`config.mk`:
```
export PLATFORM = sky130hd
export DESIGN_NAME = ysyx_25030081_lsu
export DESIGN_NICKNAME = d
export VERILOG_FILES = /design/src/rtl/ysyx_25030081_lsu.sv
export SDC_FILE = /design/constraint.sdc
export NUM_CORES = 1
export LEC_CHECK = 0
export ABC_AREA = 1
export CAP_MARGIN = 20
export CORE_MARGIN = 2
export CORE_UTILIZATION = 42
export DETAILED_ROUTE_END_ITERATION = 16
export PLACE_DENSITY = 0.77
export SLEW_MARGIN = 10
export SYNTH_ARGS = -nofsm -noshare
export SYNTH_HDL_FRONTEND = slang
export SYNTH_SLANG_ARGS = --single-unit
```
`constraint.sdc`:
```
create_clock -name clk -period 1.5 [get_ports clk]
set_input_delay 0.3 -clock clk [delete_from_list [all_inputs] [get_ports clk]]
set_output_delay 0.3 -clock clk [all_outputs]
set_load 0.01 [all_outputs]
```
`src/rtl/ysyx_25030081_lsu.sv`:
```
// rtl/ysyx_25030081_lsu.sv - sequential load/store unit between EXU/WBU and the data-memory bus
module ysyx_25030081_lsu #(
    parameter int ADDR_WIDTH = 32,
    parameter int DATA_WIDTH = 32,
    parameter int TIMEOUT    = 255
) (
    input  logic                    clk,
    input  logic                    rst_n,
    input  logic                    req_valid,
    output logic                    req_ready,
    input  logic                    req_wen,
    input  logic [2:0]              req_op,
    input  logic [ADDR_WIDTH-1:0]   req_addr,
    input  logic [DATA_WIDTH-1:0]   req_wdata,
    output logic                    resp_valid,
    input  logic                    resp_ready,
    output logic [DATA_WIDTH-1:0]   resp_rdata,
    output logic                    resp_err,
    output logic                    mem_req_valid,
    input  logic                    mem_req_ready,
    output logic                    mem_req_wen,
    output logic [ADDR_WIDTH-1:0]   mem_req_addr,
    output logic [DATA_WIDTH-1:0]   mem_req_wdata,
    output logic [DATA_WIDTH/8-1:0] mem_req_wstrb,
    input  logic                    mem_resp_valid,
    input  logic [DATA_WIDTH-1:0]   mem_resp_rdata,
    input  logic                    mem_resp_err
);
    localparam int NB = DATA_WIDTH / 8;
    localparam int LW = $clog2(NB);

    typedef enum logic [1:0] {S_IDLE, S_ADDR, S_DATA, S_RESP} state_t;

    state_t          state;
    logic [7:0]      cnt;
    logic            wen_q;
    logic [2:0]      op_q;
    logic [LW-1:0]   lane_q;

    logic [LW-1:0]         lane;
    logic [2:0]            align_mask;
    logic [7:0]            strb_base;
    logic [DATA_WIDTH-1:0] size_mask;
    logic                  illegal;
    logic                  misaligned;
    logic [DATA_WIDTH-1:0] rd_shift;
    logic [DATA_WIDTH-1:0] rd_ext;

    assign lane      = req_addr[LW-1:0];
    assign req_ready = (state == S_IDLE);

    always_comb begin
        strb_base  = 8'h01;
        size_mask  = DATA_WIDTH'(64'hFF);
        align_mask = 3'b000;
        case (req_op[1:0])
            2'b00: begin
                strb_base  = 8'h01;
                size_mask  = DATA_WIDTH'(64'hFF);
                align_mask = 3'b000;
            end
            2'b01: begin
                strb_base  = 8'h03;
                size_mask  = DATA_WIDTH'(64'hFFFF);
                align_mask = 3'b001;
            end
            2'b10: begin
                strb_base  = 8'h0F;
                size_mask  = DATA_WIDTH'(64'hFFFF_FFFF);
                align_mask = 3'b011;
            end
            default: begin
                strb_base  = 8'hFF;
                size_mask  = '1;
                align_mask = 3'b111;
            end
        endcase
    end

    // Doubleword ops (D, WU) only exist on the 64-bit datapath.
    assign illegal    = (req_op == 3'b111) ||
                        ((DATA_WIDTH == 32) && (req_op == 3'b011 || req_op == 3'b110));
    assign misaligned = (req_addr[2:0] & align_mask) != 3'b000;

    assign rd_shift = mem_resp_rdata >> {lane_q, 3'b000};

    always_comb begin
        rd_ext = rd_shift;
        case (op_q)
            3'b000:  rd_ext = DATA_WIDTH'($signed(rd_shift[7:0]));
            3'b001:  rd_ext = DATA_WIDTH'($signed(rd_shift[15:0]));
            3'b010:  rd_ext = DATA_WIDTH'($signed(rd_shift[31:0]));
            3'b100:  rd_ext = DATA_WIDTH'(rd_shift[7:0]);
            3'b101:  rd_ext = DATA_WIDTH'(rd_shift[15:0]);
            3'b110:  rd_ext = DATA_WIDTH'(rd_shift[31:0]);
            default: rd_ext = rd_shift;
        endcase
    end

    always_ff @(posedge clk or negedge rst_n) begin
        if (!rst_n) begin
            state         <= S_IDLE;
            cnt           <= 8'd0;
            wen_q         <= 1'b0;
            op_q          <= 3'b000;
            lane_q        <= '0;
            resp_valid    <= 1'b0;
            resp_err      <= 1'b0;
            resp_rdata    <= '0;
            mem_req_valid <= 1'b0;
            mem_req_wen   <= 1'b0;
            mem_req_addr  <= '0;
            mem_req_wdata <= '0;
            mem_req_wstrb <= '0;
        end else begin
            case (state)
                S_IDLE: begin
                    if (req_valid) begin
                        wen_q  <= req_wen;
                        op_q   <= req_op;
                        lane_q <= lane;
                        if (illegal || misaligned) begin
                            state      <= S_RESP;
                            resp_valid <= 1'b1;
                            resp_err   <= 1'b1;
                            resp_rdata <= '0;
                        end else begin
                            state         <= S_ADDR;
                            mem_req_valid <= 1'b1;
                            mem_req_wen   <= req_wen;
                            mem_req_addr  <= req_addr & ~ADDR_WIDTH'(NB - 1);
                            mem_req_wdata <= req_wen ? ((req_wdata & size_mask) << {lane, 3'b000}) : '0;
                            mem_req_wstrb <= req_wen ? (NB'(strb_base) << lane) : '0;
                        end
                    end
                end
                S_ADDR: begin
                    if (mem_req_ready) begin
                        state         <= S_DATA;
                        cnt           <= 8'd0;
                        mem_req_valid <= 1'b0;
                        mem_req_wen   <= 1'b0;
                        mem_req_addr  <= '0;
                        mem_req_wdata <= '0;
                        mem_req_wstrb <= '0;
                    end
                end
                S_DATA: begin
                    if (mem_resp_valid) begin
                        state      <= S_RESP;
                        resp_valid <= 1'b1;
                        resp_err   <= mem_resp_err;
                        resp_rdata <= (wen_q || mem_resp_err) ? '0 : rd_ext;
                    end else if (cnt == 8'(TIMEOUT - 1)) begin
                        state      <= S_RESP;
                        resp_valid <= 1'b1;
                        resp_err   <= 1'b1;
                        resp_rdata <= '0;
                    end else begin
                        cnt <= cnt + 8'd1;
                    end
                end
                S_RESP: begin
                    if (resp_ready) begin
                        state      <= S_IDLE;
                        resp_valid <= 1'b0;
                        resp_err   <= 1'b0;
                        resp_rdata <= '0;
                    end
                end
                default: state <= S_IDLE;
            endcase
        end
    end
endmodule

```
==> flow_summary_export.csv, run 1 <==
group,metric,value,unit
setup_path,r2r_end,"mem_req_wdata[20]",
setup_path,crit_arrival,2.04,ns
floorplan,die_area,0.0158,mm²
finish,register_area,0.00295,mm²
clocking,cts_tree,"built",
pwr,peakVddDrop,981,µV
run_status,violations,"setup timing",
yosys,netlist.area_leader.share,47.4,%
pwr,powerDensity,1890,mW/mm²
pwr,seq_power_share,23.9,%
sta,setup_viol,111,
clocking,clock_path_buffers,2,
global_routing,antenna_found_initial,0,
setup_path,worst_ep_required_time,1.79,ns
setup_path,crit_path_start,"state[1]",
floorplan,io_pins,212,
yosys,seq_area_frac_synth,47.4,%
pwr,power.internal,12.1,mW
yosys,yosysUniqueCellTypes,36,
setup_path,critical_path_class,"reg2reg",
yosys,ys_ff_latch,118,
flow_run,maxCapViolCount,0,
global_routing,grtUsageMet2,45.9,%
global_routing,use_met1,33.6,%
sta,hold_slack,0.362,ns
yosys,mappedNetlistArea,0.00622,mm²
clocking,htreeDepth,4,
setup_path,cp-endpoint,"mem_req_wdata[20]",
sta,skew,0.00871,ns
pwr,leakage,5.63,nW
finish,nNetsFinal,1221,
detailed_routing,via_per_inst,5.27,
global_routing,gr-total-overflow,0,
floorplan,row_count,44,
finish,fillers,1090,
detailed_routing,drt_iter0_markers,566,
pwr,p_switching,8.23,mW
setup_path,r2r_slack,-0.25,ns
yosys,syn_inst,829,
worst_hold_path,hp-class,"in2async",
global_routing,grt_first_pass_wirelength,34400,µm
global_routing,grt_max_degree,37,
pwr,p_sw_share,40.5,%
finish,utilization,73.9,%
yosys,synth.top_cells.by_area,"dfrtp_1 47%, nand2_1 21%, o21ai_0 8.8%",
global_routing,grt_usage,27.3,%
detailed_routing,dr_total_vias,6873,
pwr,p_clk_share,20.9,%
pwr,power_frac_comb,55.2,%
finish,diodes,0,
floorplan,die_w,126,µm
setup_path,start_kind,"flop",
sta,timing.fmax,0.572,GHz
detailed_routing,ant_nets,0,
finish,drive_gt1_share,26.1,%
run_status,status,"finished with violations",
placed_design,dpl.hpwl,14100,µm
yosys,synth_top_area_cell,"dfrtp_1",
setup_path,cp_max_fo,8,
clocking,clk_pin_slew_worst_paths,0.06,ns
yosys,synth-edff-count,0,
setup_path,endpoint_kind,"flop",
global_routing,grt_pass1_vias,6754,
clocking,cts-root-buf,"clkbuf_16",
global_routing,busiest_layer,"met2",
clocking,insertion_delay,0.42,ns
setup_path,crit-reg2reg-launch,"state[1]",
yosys,synthArstFlopShare,100,%
floorplan,initial_core_util,42.8,%
finish,multi_input_area,0.00345,mm²
placed_design,routabilityCongestion,0.902,
pwr,finalPower,20.3,mW
clocking,clock-sinks,118,
finish,area.growth.synth_to_final,72.6,%
setup_path,worstRegToRegCells,10,
clocking,numCtsBuffers,17,
sta,finalCritPeriodShare,117,%
placed_design,dpl_worst_slack,-0.431,ns
detailed_routing,wl_per_cell,17.3,µm
global_routing,grt_use_met3,7.90,%
sta,rsz0062_at_grt,"true",
detailed_routing,drt_pass1_iterations,5,
floorplan,die_h,126,µm
placed_design,portBuffers,209,
sta,worst_slack,-0.250,ns
sta,final_max_slew_viol_count,0,
yosys,ys_warn_count,0,
detailed_routing,totalWireLength,22600,µm
floorplan,core-area,0.0145,mm²
sta,fin_setup_tns,-16.25,ns
sta,fin_crit,1.75,ns
detailed_routing,drc,0,
yosys,avgSynthCellArea,7.51,µm²
yosys,synth_ff_type,"dfrtp_1",
sta,finalHoldViolations,0,
[metrics by stage]
stage	area, µm²	std cells
after floorplan	6320	830
after global placement	9050	1246
after detailed placement	9050	1246
after CTS	10300	1299
after global routing	10700	1305
final	10700	1305
[layout by cell type, fill, tap and decap left out, drive strengths merged, types with 2 or more instances in the layout]
cell	synthesis	final
nor2	25	25
clkinv	1	7
nand4	4	4
bufinv	0	3
nand3	42	42
clkinvlp	0	2
o211ai	15	15
nand2	348	348
nor3	3	3
dfrtp	118	118
dlygate4sd2	0	102
o31ai	10	10
clkbuf	23	24
mux2i	14	14
inv	66	66
o21ai	112	112
buf	27	98
ha	6	6
conb	1	2
a21oi	7	7
clkdlybuf4s50	0	105
[synthesized netlist by cell type (3+ instances only)]
| library cell | count |
|---|---|
| nand2_1 | 343 |
| dfrtp_1 | 118 |
| o21ai_0 | 109 |
| inv_1 | 63 |
| nand3_1 | 39 |
| nor2_1 | 23 |
| clkbuf_1 | 22 |
| buf_2 | 16 |
| o211ai_1 | 15 |
| mux2i_1 | 14 |
| o31ai_1 | 10 |
| a21oi_1 | 6 |
| ha_1 | 6 |
| buf_1 | 4 |
| buf_6 | 4 |
| nand2_2 | 4 |
| nand4_1 | 4 |
| buf_4 | 3 |
| inv_2 | 3 |
| nand3_2 | 3 |
| nor3_1 | 3 |
| o21ai_1 | 3 |
[how the worst min path moves through the flow]
stage           from           endpoint  slack, ns
2_1_floorplan  rst_n             cnt[0]      0.004
3_3_place_gp   rst_n             cnt[5]       0.25
3_5_place_dp   rst_n             cnt[5]       0.25
4_1_cts        rst_n  mem_req_wdata[21]       0.37
5_1_grt        rst_n      mem_req_valid       0.39
6_report       rst_n             cnt[5]       0.36
[power by group through the flow]
stage / sequential [mW] / clock [mW] / combinational, mW
finish: 4.85 / 4.25 / 11.2
global route: 4.95 / 4.43 / 12.1
CTS: 4.72 / 4.26 / 9.91
detailed placement: 4.69 / 0 / 7.97
global placement: 4.67 / 0 / 7.85
floorplan: 4.95 / 0 / 4.03
[cell families after synthesis]
kind of cell / Yosys count / synth area share, %
and+or+nand+nor: 425 / 27.7
AOI/OAI and AO/OA: 147 / 13.1
DFF: 118 / 47.4
buffers and inverters: 117 / 8.06
muxes: 14 / 2.25
adders and majority gates: 6 / 1.21
other: 1 / 0.0602
xor gates and xnor gates: 1 / 0.141
[cell type report]
class / instances / area share [%]
inverter: 67 / 2.41
timing repair buffer: 309 / 30.1
sequential: 118 / 27.5
clock buffer: 21 / 4.29
multi-input combinational: 595 / 32.1
clock inverter: 11 / 1.40
tap: 184 / 2.14
[metal layers]
metal / wire length [µm] / part of all wire (%)
met2: 11000 / 49
met1: 8860 / 39
met3: 1970 / 8.7
met5: 0 / 0
met4: 695 / 3.1
[critical path, stage by stage (launching register included)]
cell and delay, ns:
dfrtp_1 0.42, inv_2 0.12, ha_4 0.21, inv_4 0.05, o21ai_4 0.14, nand3_4 0.12, buf_12 0.18, buf_12 0.14
buf_12 0.13, nand2_2 0.05, o21ai_1 0.08
[state kept, by name, indices dropped and copies added, names as in the netlist]
name           cells
lane_q             2
cnt                8
mem_req_wstrb      4
wen_q              1
op_q               3
state              2
mem_req_wdata     32
resp_valid         1
mem_req_valid      1
resp_err           1
mem_req_addr      30
resp_rdata        32
mem_req_wen        1
[what timing repair did]
action,in CTS,in global routing
buffers inserted,10,7
gates resized for setup,267,115
pin swaps,9,10
endpoints found under the hold margin,20,0
setup endpoints to repair,215,113
cloned,12,2
hold buffers,1,0
(Power assumes the default switching activity.)
==> run 2: changes to the inputs <==
Settings changed: CELL_PAD_IN_SITES_DETAIL_PLACEMENT set to 1, CELL_PAD_IN_SITES_GLOBAL_PLACEMENT set to 1, CORE_UTILIZATION 42 to 29, PLACE_DENSITY 0.77 to 0.75.
==> flow_summary_export.csv, run 2 (synthesized netlist as in run 1, its figures left out) <==
group,metric,value,unit
placed_design,dpl.hpwl,17200,µm
detailed_routing,ant_nets,0,
placed_design,portBuffers,209,
sta,finalHoldViolations,0,
finish,nNetsFinal,1264,
sta,worst_slack,-0.277,ns
finish,diodes,0,
detailed_routing,drt_pass1_iterations,4,
floorplan,core-area,0.0210,mm²
setup_path,endpoint_kind,"flop",
detailed_routing,dr_total_vias,7023,
sta,finalCritPeriodShare,118,%
pwr,peakVddDrop,1050,µV
detailed_routing,wl_per_cell,18.8,µm
finish,biggestRegsByFlops,"mem_req_wdata x32, resp_rdata x32, mem_req_addr x30",
flow_run,maxCapViolCount,0,
run_status,status,"finished with violations",
global_routing,gr-total-overflow,0,
clocking,htreeDepth,4,
placed_design,dpl.cell_count,1366,
detailed_routing,drc,0,
global_routing,antenna_found_initial,0,
floorplan,initial_core_util,29.6,%
pwr,powerDensity,1860,mW/mm²
sta,rsz0062_at_grt,"true",
setup_path,crit_arrival,2.13,ns
clocking,clock_path_buffers,2,
global_routing,grt_max_degree,40,
placed_design,routabilityCongestion,0.876,
finish,layout.cells.most_common_list,"239 x nand2_1, 117 x dfrtp_1, 105 x clkdlybuf4s50_1",
sta,final_max_slew_viol_count,0,
floorplan,row_count,53,
sta,fin_crit,1.78,ns
sta,tightestPinTransition,0.493,ns
detailed_routing,drt_iter0_markers,267,
finish,area.growth.synth_to_final,82.2,%
worst_hold_path,hp-class,"in2async",
setup_path,worst_ep_required_time,1.86,ns
sta,skew,0.00862,ns
detailed_routing,via_per_inst,4.88,
floorplan,io_pins,212,
sta,setup_viol,113,
sta,relSlewSlack,66.8,%
pwr,leakage,5.91,nW
clocking,cts-root-buf,"clkbuf_16",
clocking,insertion_delay,0.42,ns
floorplan,die_h,151,µm
finish,final_cells,1439,
detailed_routing,totalWireLength,27100,µm
clocking,cts_tree,"built",
sta,timing.fmax,0.563,GHz
clocking,clk_pin_slew_worst_paths,0.06,ns
floorplan,die_w,151,µm
setup_path,start_kind,"flop",
setup_path,critical_path_class,"reg2reg",
finish,layout_commonest_cell,"nand2_1",
floorplan,die_area,0.0227,mm²
global_routing,grt_usage,22.5,%
clocking,numCtsBuffers,17,
run_status,violations,"setup timing",
finish,drive_gt1_share,31.4,%
global_routing,grt_pass1_vias,7424,
global_routing,grt_first_pass_wirelength,39300,µm
setup_path,cp_max_fo,5,
pwr,finalPower,21.1,mW
clocking,clock-sinks,118,
## run 2: changes by cell type in the layout (fill, tap and decap cells not counted), moves of 4 or more
cell | previous run | this run
o21ai_0 | 46 | 42
nand2_4 | 33 | 45
buf_6 | 12 | 20
buf_8 | 1 | 6
clkbuf_16 | 20 | 27
buf_12 | 16 | 12
nand2_2 | 54 | 63
nand2_1 | 261 | 239
buf_16 | 11 | 5
inv_6 | 0 | 8
buf_4 | 58 | 91
## run 2: power breakdown
part           internal, mW  switching [mW]  total [mW]
Sequential             4.09           0.781        4.87
Combinational          5.55            6.36        11.9
Clock                  2.52            1.78        4.31
## run 2: path summary, 6_finish.rpt
path | from | endpoint | slack [ns] | depth (start not counted)
min reg2reg | resp_rdata[28] | resp_rdata[28] | 0.48 | 2
max in group asynchronous | rst_n | mem_req_wdata[22] | 0.68 | 3
min in group clk | req_addr[10] | mem_req_addr[10] | 0.43 | 3
max | state[1] | resp_rdata[15] | -0.28 | 11
max reg2reg | state[1] | resp_rdata[15] | -0.28 | 11
min | rst_n | resp_rdata[1] | 0.32 | 2
## run 2: per-stage QoR
step	setup WS, ns	area (µm²)	hold slack [ns]	utilization [%]	TNS [ns]
2_1_floorplan	-0.121	6320	0.00441	-	-5.75
3_3_place_gp	-0.603	9350	0.209	44.5	-44.76
5_1_grt	-0.376	11300	0.323	53.9	-29.85
3_5_place_dp	-0.644	9350	0.211	44.5	-47.24
4_1_cts	-0.215	10400	0.313	49.4	-16.78
6_report	-0.277	11300	0.315	53.9	-22.13
## run 2: area by class of cell
type	instances	area (µm²)
fill	2434	9680
multi-input combinational	595	3580
timing repair buffer	352	3580
sequential	118	2950
clock buffer	17	425
tap	275	344
inverter	67	264
clock inverter	15	184
## run 2: critical path: stages (launching register included)
cell and delay, ns:
dfrtp_2 0.44, buf_6 0.15, ha_4 0.18, inv_4 0.06, nor2_2 0.05, a21oi_4 0.19
nand2_4 0.10, nor2_8 0.16, buf_6 0.14, buf_8 0.13, nand2_4 0.04, nand2_2 0.05
## run 2: routing by layer
metal  GRT usage [%]  wire, µm  vias up  share of wire (%)
met1            26.0     10800     3445                 40
li1                -         -     3315                  -
met2            38.5     13600      229                 50
met5               0         0        -                  0
met4            8.02       610        0                2.3
met3            7.91      2090       34                7.7
## run 2: repair_timing
item,CTS,global route
pin swaps,18,14
endpoints found under the hold margin,13,0
buffers inserted,21,5
hold buffers,1,0
gates resized for setup,225,218
endpoints found under the setup margin,215,113
cloned,7,11
